### src/rtl/icache_dm_if.sv
// Datapath fetch port and memory-arbiter read port of the direct-mapped I-cache.
// Latency: none (wires only).
// Backpressure: the memory side stalls the fill through iwait.
//
// Port summary
//   imemREN / imemaddr / ihit / imemload : datapath fetch request and response
//   inval                                : invalidate every line
//   iREN / iaddr / iwait / iload         : memory read request, stall and data
//
// Modports
//   slave  : the cache
//   master : the datapath and memory arbiter that surround it
interface icache_dm_if;
  logic        imemREN;
  logic [31:0] imemaddr;
  logic        ihit;
  logic [31:0] imemload;
  logic        inval;
  logic        iREN;
  logic [31:0] iaddr;
  logic        iwait;
  logic [31:0] iload;

  modport slave (
    input  imemREN, imemaddr, inval, iwait, iload,
    output ihit, imemload, iREN, iaddr
  );

  modport master (
    output imemREN, imemaddr, inval, iwait, iload,
    input  ihit, imemload, iREN, iaddr
  );
endinterface

### src/rtl/icache_dm.sv
// Direct-mapped, read-only instruction cache between the datapath and the memory arbiter.
// Latency: a hit answers in the same cycle; a miss costs WORDS_PER_BLOCK memory beats plus one cycle.
// Backpressure: iwait stalls the fill one beat at a time; the datapath sees ihit=0 until the line is installed.
//
// Ports
//   CLK, RST  : clock (rising edge) and asynchronous active-high reset
//   cif       : icache_dm_if.slave (fetch port, inval, memory read port)
//   hit_count : cycles with ihit=1      (only when ICACHE_STATS_EN is defined)
//   miss_count: IDLE->FETCH transitions (only when ICACHE_STATS_EN is defined)
//
// Optional build macro: ICACHE_STATS_EN adds the two wrapping 32-bit statistics counters.
module icache_dm #(
  parameter int SETS            = 16,
  parameter int WORDS_PER_BLOCK = 2,
  parameter int CPUID           = 0
) (
  input  logic        CLK,
  input  logic        RST,
`ifdef ICACHE_STATS_EN
  icache_dm_if.slave  cif,
  output logic [31:0] hit_count,
  output logic [31:0] miss_count
`else
  icache_dm_if.slave  cif
`endif
);

  localparam int WO = $clog2(WORDS_PER_BLOCK);
  localparam int IX = $clog2(SETS);
  localparam int TW = 30 - WO - IX;
  // Counter keeps at least one bit so single-word blocks still elaborate.
  localparam int CW = (WO > 0) ? WO : 1;
  localparam logic [CW-1:0] LAST_WORD = CW'(WORDS_PER_BLOCK - 1);
  // CPUID only tags the instance in multicore builds.
  localparam int UNUSED_CPUID = CPUID;

  typedef enum logic {IDLE, FETCH} state_t;

  state_t state, state_d;

  // Line storage; only the valid bits are reset.
  logic [SETS-1:0] valid;
  logic [TW-1:0]   tags [SETS];
  logic [31:0]     data [SETS][WORDS_PER_BLOCK];

  // Fill bookkeeping.
  logic [TW-1:0] miss_tag;
  logic [IX-1:0] miss_ix;
  logic [CW-1:0] cnt;
  logic [31:0]   fill_addr;

  // Fetch address fields.
  logic [IX-1:0] ix;
  logic [TW-1:0] tg;
  logic [CW-1:0] wo;
  logic          hit_raw;

  // Decoded actions for this cycle.
  logic start_fill;
  logic beat;
  logic done;

  logic unused_addr_bits;
  assign unused_addr_bits = ^cif.imemaddr[1:0];

  assign ix = cif.imemaddr[2+WO +: IX];
  assign tg = cif.imemaddr[31 -: TW];

  generate
    if (WO > 0) begin : g_multi_word
      assign wo        = cif.imemaddr[2 +: CW];
      assign fill_addr = {miss_tag, miss_ix, cnt, 2'b00};
    end else begin : g_single_word
      assign wo        = '0;
      assign fill_addr = {miss_tag, miss_ix, 2'b00};
    end
  endgenerate

  assign hit_raw = cif.imemREN & valid[ix] & (tags[ix] == tg);

  always_ff @(posedge CLK or posedge RST) begin
    if (RST) state <= IDLE;
    else     state <= state_d;
  end

  always_comb begin
    state_d      = state;
    cif.ihit     = 1'b0;
    cif.imemload = '0;
    cif.iREN     = 1'b0;
    cif.iaddr    = '0;
    start_fill   = 1'b0;
    beat         = 1'b0;
    done         = 1'b0;
    case (state)
      IDLE: begin
        // inval masks both the hit and a new miss in the same cycle.
        if (!cif.inval) begin
          cif.ihit = hit_raw;
          if (hit_raw) cif.imemload = data[ix][wo];
          if (cif.imemREN && !hit_raw) begin
            start_fill = 1'b1;
            state_d    = FETCH;
          end
        end
      end
      FETCH: begin
        cif.iREN  = 1'b1;
        cif.iaddr = fill_addr;
        if (cif.inval) begin
          // Abort: drop any beat arriving now and leave the line invalid.
          state_d = IDLE;
        end else if (!cif.iwait) begin
          beat = 1'b1;
          if (cnt == LAST_WORD) begin
            done    = 1'b1;
            state_d = IDLE;
          end
        end
      end
      default: state_d = IDLE;
    endcase
  end

  always_ff @(posedge CLK or posedge RST) begin
    if (RST) begin
      miss_tag <= '0;
      miss_ix  <= '0;
      cnt      <= '0;
    end else if (start_fill) begin
      miss_tag <= tg;
      miss_ix  <= ix;
      cnt      <= '0;
    end else if (beat) begin
      // Wraps inside the block, so iaddr never carries into the index.
      cnt <= (WO > 0) ? cnt + 1'b1 : '0;
    end
  end

  always_ff @(posedge CLK) begin
    if (beat) data[miss_ix][cnt] <= cif.iload;
    if (done) tags[miss_ix]      <= miss_tag;
  end

  // The victim line is dropped as soon as its refill starts, so a partially
  // overwritten line can never hit.
  always_ff @(posedge CLK or posedge RST) begin
    if (RST)             valid          <= '0;
    else if (cif.inval)  valid          <= '0;
    else if (start_fill) valid[ix]      <= 1'b0;
    else if (done)       valid[miss_ix] <= 1'b1;
  end

`ifdef ICACHE_STATS_EN
  always_ff @(posedge CLK or posedge RST) begin
    if (RST) begin
      hit_count  <= '0;
      miss_count <= '0;
    end else begin
      hit_count  <= hit_count + 32'(cif.ihit);
      miss_count <= miss_count + 32'(start_fill);
    end
  end
`endif

endmodule
### src/flat_wrapper.sv
// flat-port wrapper written by rule: the top's interface ports become plain ports
module icache_dm_flat 
#(
  parameter int SETS            = 16,
  parameter int WORDS_PER_BLOCK = 2,
  parameter int CPUID           = 0
)
  (CLK, RST, cif_imemREN, cif_imemaddr, cif_inval, cif_iwait, cif_iload, cif_ihit, cif_imemload, cif_iREN, cif_iaddr);
  icache_dm_if cif_i ();
  input  logic CLK;
  input  logic RST;
  input wire logic [$bits(cif_i.imemREN)-1:0] cif_imemREN;
  input wire logic [$bits(cif_i.imemaddr)-1:0] cif_imemaddr;
  input wire logic [$bits(cif_i.inval)-1:0] cif_inval;
  input wire logic [$bits(cif_i.iwait)-1:0] cif_iwait;
  input wire logic [$bits(cif_i.iload)-1:0] cif_iload;
  output wire logic [$bits(cif_i.ihit)-1:0] cif_ihit;
  output wire logic [$bits(cif_i.imemload)-1:0] cif_imemload;
  output wire logic [$bits(cif_i.iREN)-1:0] cif_iREN;
  output wire logic [$bits(cif_i.iaddr)-1:0] cif_iaddr;
  assign cif_i.imemREN = cif_imemREN;
  assign cif_i.imemaddr = cif_imemaddr;
  assign cif_i.inval = cif_inval;
  assign cif_i.iwait = cif_iwait;
  assign cif_i.iload = cif_iload;
  assign cif_ihit = cif_i.ihit;
  assign cif_imemload = cif_i.imemload;
  assign cif_iREN = cif_i.iREN;
  assign cif_iaddr = cif_i.iaddr;
  icache_dm #(.SETS(SETS), .WORDS_PER_BLOCK(WORDS_PER_BLOCK), .CPUID(CPUID)) u_core (.CLK(CLK), .RST(RST), .cif(cif_i));
endmodule
### config.mk
export PLATFORM = sky130hd
export DESIGN_NAME = icache_dm_flat
export DESIGN_NICKNAME = d
export VERILOG_FILES = /design/src/rtl/icache_dm_if.sv /design/src/rtl/icache_dm.sv /design/src/flat_wrapper.sv
export SDC_FILE = /design/constraint.sdc
export NUM_CORES = 1
export LEC_CHECK = 0
export BUFFER_PORTS_ARGS = -buffer_cell sky130_fd_sc_hd__clkbuf_2
export CAP_MARGIN = 20
export CORE_ASPECT_RATIO = 0.9
export CORE_MARGIN = 10
export CORE_UTILIZATION = 56
export DETAILED_ROUTE_END_ITERATION = 10
export GPL_ROUTABILITY_DRIVEN = 0
export PLACE_DENSITY = 0.78
export SYNTH_ARGS = -nofsm -noshare
export SYNTH_HDL_FRONTEND = slang
export SYNTH_SLANG_ARGS = --single-unit
### constraint.sdc
create_clock -name CLK -period 3.7 [get_ports CLK]
set_clock_uncertainty 0.2 [all_clocks]
set_input_delay 0.37 -clock CLK [delete_from_list [all_inputs] [get_ports CLK]]
set_output_delay 0.37 -clock CLK [all_outputs]
set_load 0.1 [all_outputs]
==> metrics.yaml, run 1 <==
first_iter_violations: 4189
hold_depth: 1
required_ns: 3.13
dieArea_um2: 115800
stdcell_count: 4458
r2r_cells: 10
final_util: 0.6661
final_common_cell: "edfxtp_1"
worst_setup_path_end_kind: "output pin"
final_cell_mix: "edfxtp_1, mux4_2, buf_4"
worst_pin_slew_ns: 1.100
fmax_mhz: 219.9
async_reset_ff_frac: 0.03195
drv_slew: 0
synth-edff-count: 1424
hpwl_um: 76900
powerDensity_nw_per_um2: 528.6
coreArea_um2: 101800
period_needed_ns: 4.547
synth_seq_cells: 1471
clockRootBuffer: "clkbuf_16"
leakage_nw: 22.04
crit_cells: 11
drcViolationCount: 0
io_pins: 135
routed_wl_um: 150400
crit_path_cell_trace: "mux4_2 > mux4_2 > xnor2_4 > nand2_2 > nor4b_4 > nand4_2 > or3_4 > buf_12 > buf_16 > nor2_4 > buf_12"
port_buffers: 130
hold_viol: 0
drtAntennaViolNets: 0
antenna_found_initial: 8
synth_warnings: 0
clock-sinks: 1471
relSlewSlack: 0.2665
period_share: 1.229
fillers: 5927
finalNetCount: 3052
overflow: 0
ys_seq_area_frac: 0.7646
initial_utilization: 0.5644
outcome: "finished with violations"
ys.flop_type: "edfxtp_1"
hp-class: "input pin to flip-flop"
row_count: 111
critPathMaxFanout: 5
cap_violations: 0
violations: "setup timing"
grt_usage: 0.2606
grt_max_degree: 100
drive_gt1_frac: 0.3635
synth_cells: 2565
vias: 29940
cts_made_buffers: 141
slowest_stage: "mux4_2"
finalPower_mw: 35.84
fp.dieH_um: 323.9
start_kind: "flip-flop"
holdWs_ns: 0.02868
via_per_inst: 6.715
dr.pass1.iters: 8
critical_path_arrival_ns: 3.98
grt_pass1_vias: 30580
chipWidth_um: 357.7
mappedNetlistArea_um2: 57460
vdd_drop_max_mv: 0.5013
rsz0062_at_grt: "true"
cts_buffer_depth: 3
syn_area_per_cell_um2: 22.40
critPathMaxStageDelay_ns: 0.54
placed_cells: 4143
grt_pass1_wl_um: 215800
path_class: "flip-flop to output pin"
setup_viol: 33
area_delta_synth_final_pct: 18.01
cpLargestDelayFamily: "simple AND/OR/NAND/NOR gates"
ys_types: 64
path_clk_slew_ns: 0.06
insertion_delay_ns: 0.76
crit_buf_inv: 3
regArea_um2: 43940
post_drt_wl_per_cell_um: 33.73
multi_input_area_um2: 13500
htree_levels: 4
setup_slack_ns: -0.8466
cts_tree: "done"
==> worst paths after layout <==
check                                       start             endpoint  slack (ns)
min in group asynchronous                     RST   u_core.miss_tag[8]        0.15
worst min-delay path                cif_iload[27]  u_core.data[15][59]        0.03
max in group asynchronous                     RST      u_core.valid[8]        2.35
worst max-delay path            u_core.tags[5][2]     cif_imemload[21]       -0.85
worst max register to register  u_core.tags[5][2]  u_core.miss_tag[18]        0.18
worst min register to register    u_core.valid[9]      u_core.valid[9]        0.37
==> metal layers <==
layer,track usage,share of wire,vias to the layer above
li1,-,-,11660
met1,0.3451,0.35,15660
met2,0.4285,0.51,2227
met3,0.05574,0.11,386
met4,0.09585,0.037,2
met5,0,0.000086,-
==> through the flow <==
| step | setup TNS (ns) | worst slack [ns] | area, µm² |
|---|---|---|---|
| floorplan | -12.20 | -0.8477 | 57920 |
| global placement | -30.80 | -0.7243 | 62520 |
| detailed placement | -28.01 | -0.7172 | 62520 |
| CTS | -29.28 | -0.9269 | 67680 |
| global route | -30.52 | -0.9737 | 67810 |
| finish | -26.59 | -0.8466 | 67810 |
==> kinds of logic after synthesis <==
logic type	count (synthesis)	synth area share
buffers and inverters	147	0.01280
AOI/OAI and AO/OA	99	0.01272
xor gates and xnor gates	25	0.003811
DFF	1471	0.7646
and+or+nand+nor	263	0.02232
other	1	0.00006526
muxes	559	0.1836
==> sequential cells by signal, indices dropped and copies added, names as in the netlist <==
signal	count
u_core.data	1024
u_core.tags	400
u_core.miss_tag	25
u_core.valid	16
u_core.miss_ix	4
u_core.cnt	1
u_core.state	1
==> where the power goes <==
group	internal (mW)	leakage [nW]	total, mW	switching (mW)
Clock	8.19	2.25	14.4	6.20
Combinational	0.924	6.40	2.42	1.50
Sequential	18.7	13.4	19.0	0.365
Total	27.8	22.0	35.8	8.07
==> synthesized netlist by cell type, drive strengths merged (13+ instances only) <==
library cell | number | share of area
clkbuf | 55 | 0.0036
nand3 | 20 | 0.0017
mux4 | 390 | 0.15
nor2 | 107 | 0.0070
nand2b | 14 | 0.0015
a211oi | 20 | 0.0026
mux2 | 59 | 0.012
mux2i | 110 | 0.019
xnor2 | 18 | 0.0027
buf | 83 | 0.0086
dfrtp | 47 | 0.020
o22ai | 14 | 0.0015
a22oi | 13 | 0.0017
nor3 | 24 | 0.0022
and2 | 32 | 0.0035
edfxtp | 1424 | 0.74
nand2 | 30 | 0.0020
==> repair_timing <==
| action | CTS | global route |
|---|---|---|
| hold endpoints to repair | 519 | 0 |
| endpoints found under the setup margin | 33 | 52 |
| gates cloned | 1 | 1 |
| resized for setup | 8 | 13 |
| pin swaps | 5 | 6 |
| hold buffers | 46 | 0 |
| buffers inserted | 3 | 2 |
==> area by class of cell <==
class / instances / share of cell area
diodes: 4 / 0.0001476
inverters: 9 / 0.0006274
well taps: 1356 / 0.02502
clock buffers: 170 / 0.05469
clock inverters: 88 / 0.01314
flip-flops and latches: 1471 / 0.6480
repair buffers: 412 / 0.05931
multi-input cells: 948 / 0.1991
==> worst register-to-register path: cells and delay by family (launching register included) <==
| family | cells | cell delay, ns |
|---|---|---|
| muxes | 3 | 1.40 |
| DFF | 1 | 0.38 |
| and+or+nand+nor | 4 | 0.73 |
| buffers and inverters | 2 | 0.48 |
| xor gates and xnor gates | 1 | 0.22 |
Note: power is estimated with default switching activity, not from simulation.
==> inputs of run 2 (changes only) <==
SETUP_SLACK_MARGIN = 0.02   (was unset)
SLEW_MARGIN = 15   (was unset)
==> metrics.yaml, run 2 (synthesized netlist as in run 1, its figures left out) <==
outcome: "finished with violations"  # unchanged
violations: "setup timing"  # unchanged
dr.pass1.iters: 6  # was 8
slowest_stage: "mux4_2"  # unchanged
crit_path_cell_trace: "mux4_2 > mux2i_1 > mux2_2 > o31ai_1 > a211o_1 > nor4b_4 > nand4_4 > or3_4 > buf_12 > clkbuf_16 > nor2_4 > buf_12"  # was mux4_2 > mux4_2 > xnor2_4 > nand2_2 > nor4b_4 > nand4_2 > or3_4 > buf_12 > buf_16 > nor2_4 > buf_12
cts_made_buffers: 143  # was 141
drtAntennaViolNets: 0  # unchanged
clock-sinks: 1471  # unchanged
drv_slew: 0  # unchanged
antenna_found_initial: 10  # was 8
period_needed_ns: 4.687  # was 4.547 ns
tns_ns: -30.69  # was -26.59 ns
place_area_um2: 62500  # was 62,520 µm²
regMostFlops: "u_core.data"  # unchanged
fmax_mhz: 213.3  # was 219.9 MHz
powerDensity_nw_per_um2: 529.5  # was 528.6 nW/µm²
path_clk_slew_ns: 0.07  # was 0.06 ns
final_common_cell: "edfxtp_1"  # unchanged
io_pins: 135  # unchanged
cpLargestDelayFamily: "multiplexers"  # was simple AND/OR/NAND/NOR gates
finalNetCount: 3023  # was 3,052
setup_viol: 33  # unchanged
fp.dieH_um: 323.9  # unchanged
grt_pass1_vias: 31230  # was 30,580
post_drt_wl_per_cell_um: 34.84  # was 33.73 µm
clock_power_share: 0.401  # was 0.402
relSlewSlack: 0.3260  # was 0.2665
cts_tree: "done"  # unchanged
leakage_nw: 21.94  # was 22.04 nW
required_ns: 3.13  # about the same
overflow: 0  # unchanged
htree_levels: 4  # unchanged
insertion_delay_ns: 0.75  # was 0.76 ns
grt_usage: 0.2671  # was 0.2606
rsz0062_at_grt: "true"  # unchanged
period_share: 1.267  # was 1.229
final_cell_mix: "edfxtp_1, mux4_2, clkbuf_16"  # was edfxtp_1, mux4_2, buf_4
crit_top_cell: "buf_12"
chipWidth_um: 357.7  # unchanged
start_kind: "flip-flop"  # unchanged
worst_pin_slew_ns: 1.011  # was 1.100 ns
worst_setup_path_end_kind: "output pin"  # unchanged
hpwl_um: 76430  # was 76,900 µm
internal-power_mw: 27.63  # was 27.78 mW
critPathMaxFanout: 5  # unchanged
row_count: 111  # unchanged
swShare: 0.2297  # was 0.2250
first_iter_violations: 4520  # was 4,189
largest_reg_flops: 1024  # unchanged
coreArea_um2: 101800  # unchanged
final_util: 0.6655  # was 0.6661
drcViolationCount: 0  # unchanged
setup_slack_ns: -0.9872  # was -0.8466 ns
pwr-share-comb: 0.068  # about the same
post-place-ws_ns: -0.5605  # was -0.7172 ns
grt_pass1_wl_um: 221400  # was 215,800 µm
critical_path_arrival_ns: 4.12  # was 3.98 ns
grt_max_degree: 103  # was 100
port_buffers: 130  # unchanged
hold_viol: 0  # unchanged
switchingPower_mw: 8.239  # was 8.065 mW
hp-class: "input pin to flip-flop"  # unchanged
dieArea_um2: 115800  # unchanged
area_delta_synth_final_pct: 17.89  # was 18.01%
vias: 30160  # was 29,940
critPathMaxStageDelay_ns: 0.47  # was 0.54 ns
path_class: "flip-flop to output pin"  # unchanged
fin_area_um2: 67740  # was 67,810 µm²
via_per_inst: 6.803  # was 6.715
routed_wl_um: 154500  # was 150,400 µm
cts_buffer_depth: 3  # unchanged
top_regs: "u_core.data (1024), u_core.tags (400), u_core.miss_tag (25)"  # unchanged
drive_gt1_frac: 0.3555  # was 0.3635
initial_utilization: 0.5644  # unchanged
vdd_drop_max_mv: 0.4755  # was 0.5013 mV
crit_buf_inv: 3  # unchanged
clockRootBuffer: "clkbuf_16"  # unchanged
cap_violations: 0  # unchanged
seq_power_share: 0.531  # about the same
run 2: changes by cell type in the layout (fill, tap and decap cells not counted), moves of 3 or more:
cell           previous run  this run
buf_4                   188       147
buf_12                   75        94
inv_6                    13         6
clkbuf_16               143       149
clkinv_1                 24        30
bufinv_16                14         9
buf_6                     4         0
clkbuf_8                  5         2
dlygate4sd3_1            46        43
run 2: power groups by stage:
stage | sequential [mW] | combinational, mW | clock (mW)
after floorplan | 19.2 | 1.51 | 0
after global placement | 19.3 | 2.26 | 0
after detailed placement | 19.4 | 2.33 | 0
after CTS | 19.0 | 2.43 | 14.5
after global routing | 19.1 | 2.55 | 15.1
final | 19.0 | 2.45 | 14.4
run 2: per-stage QoR:
| step | total power [mW] | hold slack (ns) | instances |
|---|---|---|---|
| floorplan | 20.72 | 0.2689 | 2566 |
| global placement | 21.57 | 0.2867 | 4114 |
| detailed placement | 21.69 | 0.3090 | 4114 |
| CTS | 35.93 | 0.003579 | 4427 |
| global route | 36.72 | 0.07038 | 4434 |
| finish | 35.87 | 0.04223 | 4434 |
run 2: path summary, 6_finish.rpt:
kind                               startpoint                  end  slack (ns)  cells past startpoint
max                        u_core.tags[7][19]     cif_imemload[24]       -0.99                     12
min                              cif_iload[9]  u_core.data[13][41]        0.04                      1
max reg2reg                u_core.tags[7][19]  u_core.miss_tag[12]        0.05                     11
min reg2reg                   u_core.valid[5]      u_core.valid[5]        0.40                      2
max in group asynchronous                 RST     u_core.valid[12]        2.31                      4
min in group asynchronous                 RST   u_core.miss_tag[9]        0.14                      3
run 2: repair_timing:
action	4_1_cts	5_1_grt
hold buffers	43	0
hold endpoints to repair	328	0
setup endpoints to repair	33	50
setup buffers	6	1
cloned	1	1
pin swaps	4	4
gates resized for setup	13	8
run 2: area by class of cell:
| cell class | instances | area, µm² |
|---|---|---|
| Clock buffer | 174 | 3821 |
| Inverter | 9 | 42.54 |
| Clock inverter | 89 | 769.5 |
| Fill cell | 5927 | 34060 |
| Antenna cell | 6 | 15.01 |
| Timing Repair Buffer | 381 | 3964 |
| Sequential cell | 1471 | 43940 |
| Tap cell | 1356 | 1697 |
| Multi-Input combinational cell | 948 | 13500 |
run 2: layer usage:
layer	GRT usage	routed length, µm	vias to the layer above
met4	0.1092	6983	4
met1	0.3404	53150	15630
li1	-	-	11610
met3	0.06868	16890	497
met5	0.003827	58	-
met2	0.4390	77390	2430
run 2: worst reg2reg max path, delay by kind of cell (launching register included):
kind	cells	cell delay [ns]
mux	4	1.54
simple gates	3	0.63
buf+inv	2	0.46
flops	1	0.39
compound gates	2	0.31
